===== src/rtl/seq_div8by4.sv =====
// Multi-cycle restoring divider: 8-bit dividend / 4-bit divisor, one quotient bit per clock.
// Start/busy/done handshake; divide-by-zero short-circuits to an all-ones result with o_div0 set.
module seq_div8by4 (
  input  logic       i_clk,
  input  logic       i_rst_n,
  input  logic       i_start,
  input  logic [7:0] i_dividend,
  input  logic [3:0] i_divisor,
  output logic       o_busy,
  output logic       o_done,
  output logic       o_div0,
  output logic [7:0] o_quotient,
  output logic [3:0] o_remainder
);

  typedef enum logic [1:0] {S_IDLE, S_RUN, S_DONE} state_t;

  state_t     r_state;
  logic [4:0] r_rem;
  logic [7:0] r_q;
  logic [2:0] r_cnt;
  logic [3:0] r_divisor;
  logic       r_busy, r_done, r_div0;
  logic [7:0] r_quot;
  logic [3:0] r_remo;

  logic [4:0] w_t;
  logic [5:0] w_sum;
  logic       w_ge;
  logic [4:0] w_rem_nxt;
  logic [7:0] w_q_nxt;

  // Subtract as T + ~divisor + 1 over 5 bits; the carry-out is the T >= divisor flag.
  assign w_t       = {r_rem[3:0], r_q[7]};
  assign w_sum     = {1'b0, w_t} + {1'b0, 1'b1, ~r_divisor} + 6'd1;
  assign w_ge      = w_sum[5];
  assign w_rem_nxt = w_ge ? w_sum[4:0] : w_t;
  assign w_q_nxt   = {r_q[6:0], w_ge};

  always_ff @(posedge i_clk or negedge i_rst_n) begin
    if (!i_rst_n) begin
      r_state   <= S_IDLE;
      r_rem     <= '0;
      r_q       <= '0;
      r_cnt     <= '0;
      r_divisor <= '0;
      r_busy    <= 1'b0;
      r_done    <= 1'b0;
      r_div0    <= 1'b0;
      r_quot    <= '0;
      r_remo    <= '0;
    end else begin
      case (r_state)
        S_IDLE: begin
          if (i_start) begin
            if (i_divisor == 4'd0) begin
              r_quot  <= 8'hFF;
              r_remo  <= 4'hF;
              r_div0  <= 1'b1;
              r_done  <= 1'b1;
              r_state <= S_DONE;
            end else begin
              r_divisor <= i_divisor;
              r_rem     <= '0;
              r_q       <= i_dividend;
              r_cnt     <= '0;
              r_busy    <= 1'b1;
              r_state   <= S_RUN;
            end
          end
        end
        S_RUN: begin
          r_rem <= w_rem_nxt;
          r_q   <= w_q_nxt;
          r_cnt <= r_cnt + 3'd1;
          // Eighth iteration: publish results on the same edge as done rises.
          if (r_cnt == 3'd7) begin
            r_quot  <= w_q_nxt;
            r_remo  <= w_rem_nxt[3:0];
            r_div0  <= 1'b0;
            r_busy  <= 1'b0;
            r_done  <= 1'b1;
            r_state <= S_DONE;
          end
        end
        S_DONE: begin
          r_done  <= 1'b0;
          r_state <= S_IDLE;
        end
        default: begin
          r_busy  <= 1'b0;
          r_done  <= 1'b0;
          r_state <= S_IDLE;
        end
      endcase
    end
  end

  assign o_busy      = r_busy;
  assign o_done      = r_done;
  assign o_div0      = r_div0;
  assign o_quotient  = r_quot;
  assign o_remainder = r_remo;

endmodule

===== config.mk =====
export PLATFORM = sky130hd
export DESIGN_NAME = seq_div8by4
export DESIGN_NICKNAME = d
export VERILOG_FILES = /design/src/rtl/seq_div8by4.sv
export SDC_FILE = /design/constraint.sdc
export NUM_CORES = 1
export LEC_CHECK = 0
export BUFFER_PORTS_ARGS = -buffer_cell sky130_fd_sc_hd__buf_4
export CAP_MARGIN = 20
export CORE_MARGIN = 2
export CORE_UTILIZATION = 55
export DETAILED_ROUTE_END_ITERATION = 6
export GPL_TIMING_DRIVEN = 0
export HOLD_SLACK_MARGIN = 0.05
export PLACE_DENSITY = 0.75
export SETUP_SLACK_MARGIN = 0.02
export SLEW_MARGIN = 5
export SYNTH_ARGS = -nofsm -noshare
export SYNTH_HDL_FRONTEND = slang
export SYNTH_SLANG_ARGS = --single-unit

===== constraint.sdc =====
create_clock -name i_clk -period 1.9 [get_ports i_clk]
set_input_delay 0.095 -clock i_clk [delete_from_list [all_inputs] [get_ports i_clk]]
set_output_delay 0.095 -clock i_clk [all_outputs]
set_load 0.05 [all_outputs]

; ---- Word level (Yosys, flattened, before mapping)
; Cells that the tools add are included.
[totals]
register_bits = 36
latchBits = 0
ram_bits = 0
rom_bits = 0
in_bits = 15
out_inout_bits = 15
word_cells = 63
mem_count = 0
[op_classes]
n_addsub = 3
mul = 0
div = 0
n_lt_le_gt_ge = 0
n_eq_ne = 7
shifts = 0
mux = 31
bitwise = 3
n_reduce_logical = 9
[op_table]
columns = op, n
row1 = 8-bit 2-to-1 mux, 5
row2 = 8-bit case mux with 2 select lines, 2
row3 = 4-bit 2-to-1 mux, 6
row4 = 4-bit case mux with 2 select lines, 2
row5 = 3-bit AND reduction, 3
row6 = "2-bit inequality test, second input constant", 4
row7 = 4-bit AND reduction, 2
row8 = 5-bit by 5-bit adder with 6-bit output, 1
row9 = "6-bit by 1-bit adder with 6-bit output, second input constant", 1
row10 = 1-bit 2-to-1 mux, 6
row11 = 2-bit 2-to-1 mux, 3
row12 = 3-bit 2-to-1 mux, 2
row13 = 3-bit case mux with 2 select lines, 1
row14 = 4-bit logical NOT, 1
row15 = 4-bit NOT, 1
row16 = 1-bit case mux with 2 select lines, 2
row17 = 2-bit case mux with 2 select lines, 1
row18 = "3-bit by 1-bit adder with 3-bit output, second input constant", 1
row19 = "3-bit equality test, second input constant", 1
row20 = 1-bit case mux with 3 select lines, 1
row21 = "2-bit by 1-bit equality test with 1-bit output, second input constant", 1
row22 = "2-bit equality test, second input constant", 1
row23 = 2-bit logical NOT, 1
row24 = 1-bit NOT, 2
row25 = 2 further kinds, 2

; ---- Depth between registers and ports, before layout
[depth]
word_depth = 6
depth_mapped = 7

; ---- Least setup slack after synthesis
; No wires, ideal clock.
[synth_path]
kind = reg2reg
start = register r_cnt[0]
end = register r_quot[2], in the netlist o_quotient[2]
setup_time_ns = 0.122
arrival_time_ns = 1.534
slack_ns = 0.244
path_stages_with_launch = 7
path_buffers = 1
cell_sequence = dfrtp_1 ha_1 ha_1 and3b_1 a41o_2 buf_6 o22a_1
[synth_via]
elab_chain_len = 3
[synth_lines]
columns = item, line_no
row1 = from (decl), 21  ; logic [2:0] r_cnt;
row2 = from (signal assigned), 75  ; r_cnt <= r_cnt + 3'd1;
row3 = 3-bit equality test, 77  ; if (r_cnt == 3'd7) begin
row4 = 2-bit inequality test (no source line), --
row5 = 4-bit AND reduction (no source line), --
row6 = to (signal assigned), 78  ; r_quot <= w_q_nxt;
row7 = to (decl), 24  ; logic [7:0] r_quot;
; No other way between the ends.
; A chain may end at the register's enable or synchronous reset.

; ---- Worst setup path in the final report
[layout_path]
start = register r_divisor[1]
end = register r_remo[0], in the netlist o_remainder[0]
[layout_via]
elab_chain_len = 6
[layout_lines]
columns = item, line_no
row1 = from (decl), 22  ; logic [3:0] r_divisor;
row2 = from (signal assigned), 63  ; r_divisor <= i_divisor;
row3 = 4-bit NOT, 35  ; assign w_sum = {1'b0, w_t} + {1'b0, 1'b1, ~r_divisor} + 6'd1;
row4 = 5-bit by 5-bit adder with 6-bit output, 35
row5 = 6-bit by 1-bit adder with 6-bit output, 35
row6 = 4-bit 2-to-1 mux, 37  ; assign w_rem_nxt = w_ge ? w_sum[4:0] : w_t;
row7 = 4-bit 2-to-1 mux, 77
row8 = 4-bit case mux with 2 select lines, 53  ; case (r_state)
row9 = to (signal assigned), 79  ; r_remo <= w_rem_nxt[3:0];
row10 = to (decl), 25  ; logic [3:0] r_remo;
; No other way between the ends. The select of a mux whose other input is x is not followed.

==> flow_summary.toml <==
[outcome]
run_status = "completed"

[clocking]
ctsLongestPathBuffers = 2
cts.sink_count = 36
tritoncts_clock_tree = "done"
clkSlewWorstSetupHoldPaths_ns = 0.10
clock_insertion_delay_worst_skew_ns = 0.34
htreeDepth = 2
tritoncts_buffer_count = 5
cts_root_buffer = "clkbuf_4"

[worst_setup_path]
worst-r2r-setup-slack_ns = 0.04
timing.critical_path.max_delay_family = "simple AND/OR/NAND/NOR gates"
worst-path-max-fanout = 8
max_stage_delay_ns = 0.40
crit_path_end_kind = "register"
critical_path_data_required_time_ns = 2.12
crit_path_cell_trace = "inv_2, ha_4, nor2b_4, o31a_1, nor4_1, a211oi_1"
critical_path_type = "register to register"
cp.buffers_inverters = 1
crit_arrival_ns = 2.08
worst_setup_path_start_kind = "register"
rr_worst_depth = 6
cp_num_cells = 6
critical_path_slowest_stage_cell = "o31a_1"

[synth]
yosysWarnings = 0
synth_top_flop_cell = "dfrtp_1"
avgSynthCellArea_um2 = 10.2
yosys_register_bits = 36
syn_nets = 191
async_flop_share_pct = 100
sequential_area_share_after_synthesis_pct = 52.0
synth_top_area_share_pct = 52.0
synth-edff-count = 0
post_synth_inst_count = 169
yosys.cell_count.top_type = "dfrtp_1"
synth_area_leaders = "dfrtp_1, nand2_1, ha_1"
synth.top_cells.by_count = "dfrtp_1, nand2_1, nor2_1"
mappedNetlistArea_mm2 = 0.00173
ys_types = 40
yosys.area.top_type = "dfrtp_1"

[final_layout]
layout.cell_area.non_filler_mm2 = 0.00227
area_growth_pct = 31.4
drive_above_1_share_pct = 27.6
n_antenna_cell = 0
final_nets = 243

[detailed_routing]
routedWlPerCell_um = 15.4
first_iter_violations = 84
route.vias.total = 1476
drt-vias-per-instance = 5.57
detail_route.first_pass.iterations = 4
remaining_drc_errors = 0
antenna_left = 0
wirelength_um = 4090

[floorplan]
placeable_core_area_mm2 = 0.00303
fp.dieW_um = 60.1
rows = 20
pin_count = 30
initial_core_util_pct = 57.2
die-height_um = 60.1
design.die.area_mm2 = 0.00361

[min_path]
timing.hold.worst.class = "primary input to register"
hold_path_depth = 3

[power]
net-switching-power_mw = 2.23
max-vdd-ir-drop_uv = 1260
intPower_mw = 2.45
p_seq_share_pct = 30.4
power.combinational.fraction_pct = 59.9
power.density_cell_area_mw_per_mm2 = 2060
power_frac_clock_pct = 9.8
static_leakage_nw = 1.02
switching_share_pct = 47.6

[grt]
grt_start_max_net_pins = 37
grt.busiest_layer = "met2"
grt_util_met3_pct = 7.14
global_route.usage.met2_pct = 40.8
globalRoute.totalOverflow = 0
track_usage_pct = 24.7
first_global_vias = 1372
grt_first_pass_wirelength_um = 6370
grt_antenna_before_repair = 0
grt.met1_usage_pct = 31.2

[place]
place.detailed.hpwl_um = 2680
placement.cell_area_mm2 = 0.00200
io_buffers = 29
globalplace.congestion = 0.754

[timing]
max_slew.worst_pin.slew_ns = 0.529
finalHoldViolCount = 0
final-max-slew-violation-count = 0
worst_hold_slack_ns = 0.0784
period_share_pct = 98.0
max_clock_freq_ghz = 0.537
finalSetupViolCount = 0
worst_slew_margin_rel_pct = 64.6
clock-skew-final_ns = 0.00528
fin_crit_ns = 1.86

[run]
max_cap_violations = 0
==> power groups by stage <==
stage          clock network [mW]  logic [mW]  registers (mW)
3_3_place_gp                    0        2.41            1.41
2_1_floorplan                   0        1.30            1.90
3_5_place_dp                    0        2.46            1.43
4_1_cts                     0.476        2.57            1.42
5_1_grt                     0.501        3.04            1.46
6_report                    0.457        2.80            1.42
==> kinds of logic after synthesis <==
group                      synth area share, %
adders and majority gates                 5.49
muxes                                    0.650
DFF                                       52.0
AOI/OAI and AO/OA                         22.5
and+or+nand+nor                           14.9
buffers and inverters                     3.97
xor gates and xnor gates                 0.506
==> per-layer routing <==
| layer | wire, um | up-vias | share of wire (%) |
|---|---|---|---|
| li1 | - | 708 | - |
| met1 | 1760 | 722 | 43 |
| met2 | 2080 | 39 | 51 |
| met3 | 207 | 7 | 5.1 |
| met4 | 38 | 0 | 0.93 |
| met5 | 0 | - | 0 |
==> final timing paths <==
path | startpoint | endpoint
max | r_divisor[1] | o_remainder[0]
min | i_dividend[0] | r_q[0]
max reg2reg | r_divisor[1] | o_remainder[0]
min reg2reg | r_cnt[0] | r_cnt[0]
max in group asynchronous | i_rst_n | r_rem[0]
min in group asynchronous | i_rst_n | r_rem[0]
==> tightest hold or removal path, stage by stage <==
cell     delay (ns)
buf_4          0.08
o22ai_1        0.07
o21ai_0        0.14
==> state kept, by name, summed over array words and instances (netlist names) <==
register     flops
r_cnt            3
r_divisor        4
r_rem            4
o_quotient       8
o_done           1
r_state          2
o_remainder      4
o_busy           1
o_div0           1
r_q              8
==> timing repair <==
item	in CTS	in global routing
pin swaps	0	5
hold buffers	12	0
hold endpoints to repair	47	0
resized for setup	2	8
buffers inserted	0	4
endpoints found under the setup margin	2	16
==> stage by stage <==
step / power (mW) / setup TNS, ns / setup WS, ns / instances / util [%]
final: 4.68 / 0 / 0.0371 / 265 / 75.1
after global routing: 5.00 / -0.0250 / -0.0250 / 265 / 75.1
after CTS: 4.46 / 0 / 0.0342 / 261 / 72.8
after detailed placement: 3.90 / 0 / 0.0269 / 242 / 66.2
after global placement: 3.82 / 0 / 0.0234 / 242 / 66.2
after floorplan: 3.20 / 0 / 0.244 / 169 / -
==> final cells by class <==
cell class,count,area [um2]
well taps,44,55.1
repair buffers,45,368
fillers,223,753
clock buffers,7,65.1
flip-flops and latches,36,902
plain buffers,6,35.0
inverters,9,33.8
multi-input cells,118,816
==> layout by cell type (no fill, tap or decap), drive strengths merged <==
master,n
buf,38
dfrtp,36
nand2,26
nor2,19
dlygate4sd3,12
a31oi,10
o21ai,9
inv,9
o22a,8
clkbuf,8
ha,6
a21oi,5
a22o,3
nor3,3
o31ai,3
a21o,2
nand3,2
nor2b,2
nor4,2
a311oi,2
o41ai,1
o21a,1
o31a,1
o22ai,1
and3b,1
or2,1
xor2,1
a41o,1
and2,1
a211oi,1
o2bb2ai,1
mux2,1
nand4,1
o211ai,1
a21boi,1
fa,1
Power figures use the tool's default switching activity.
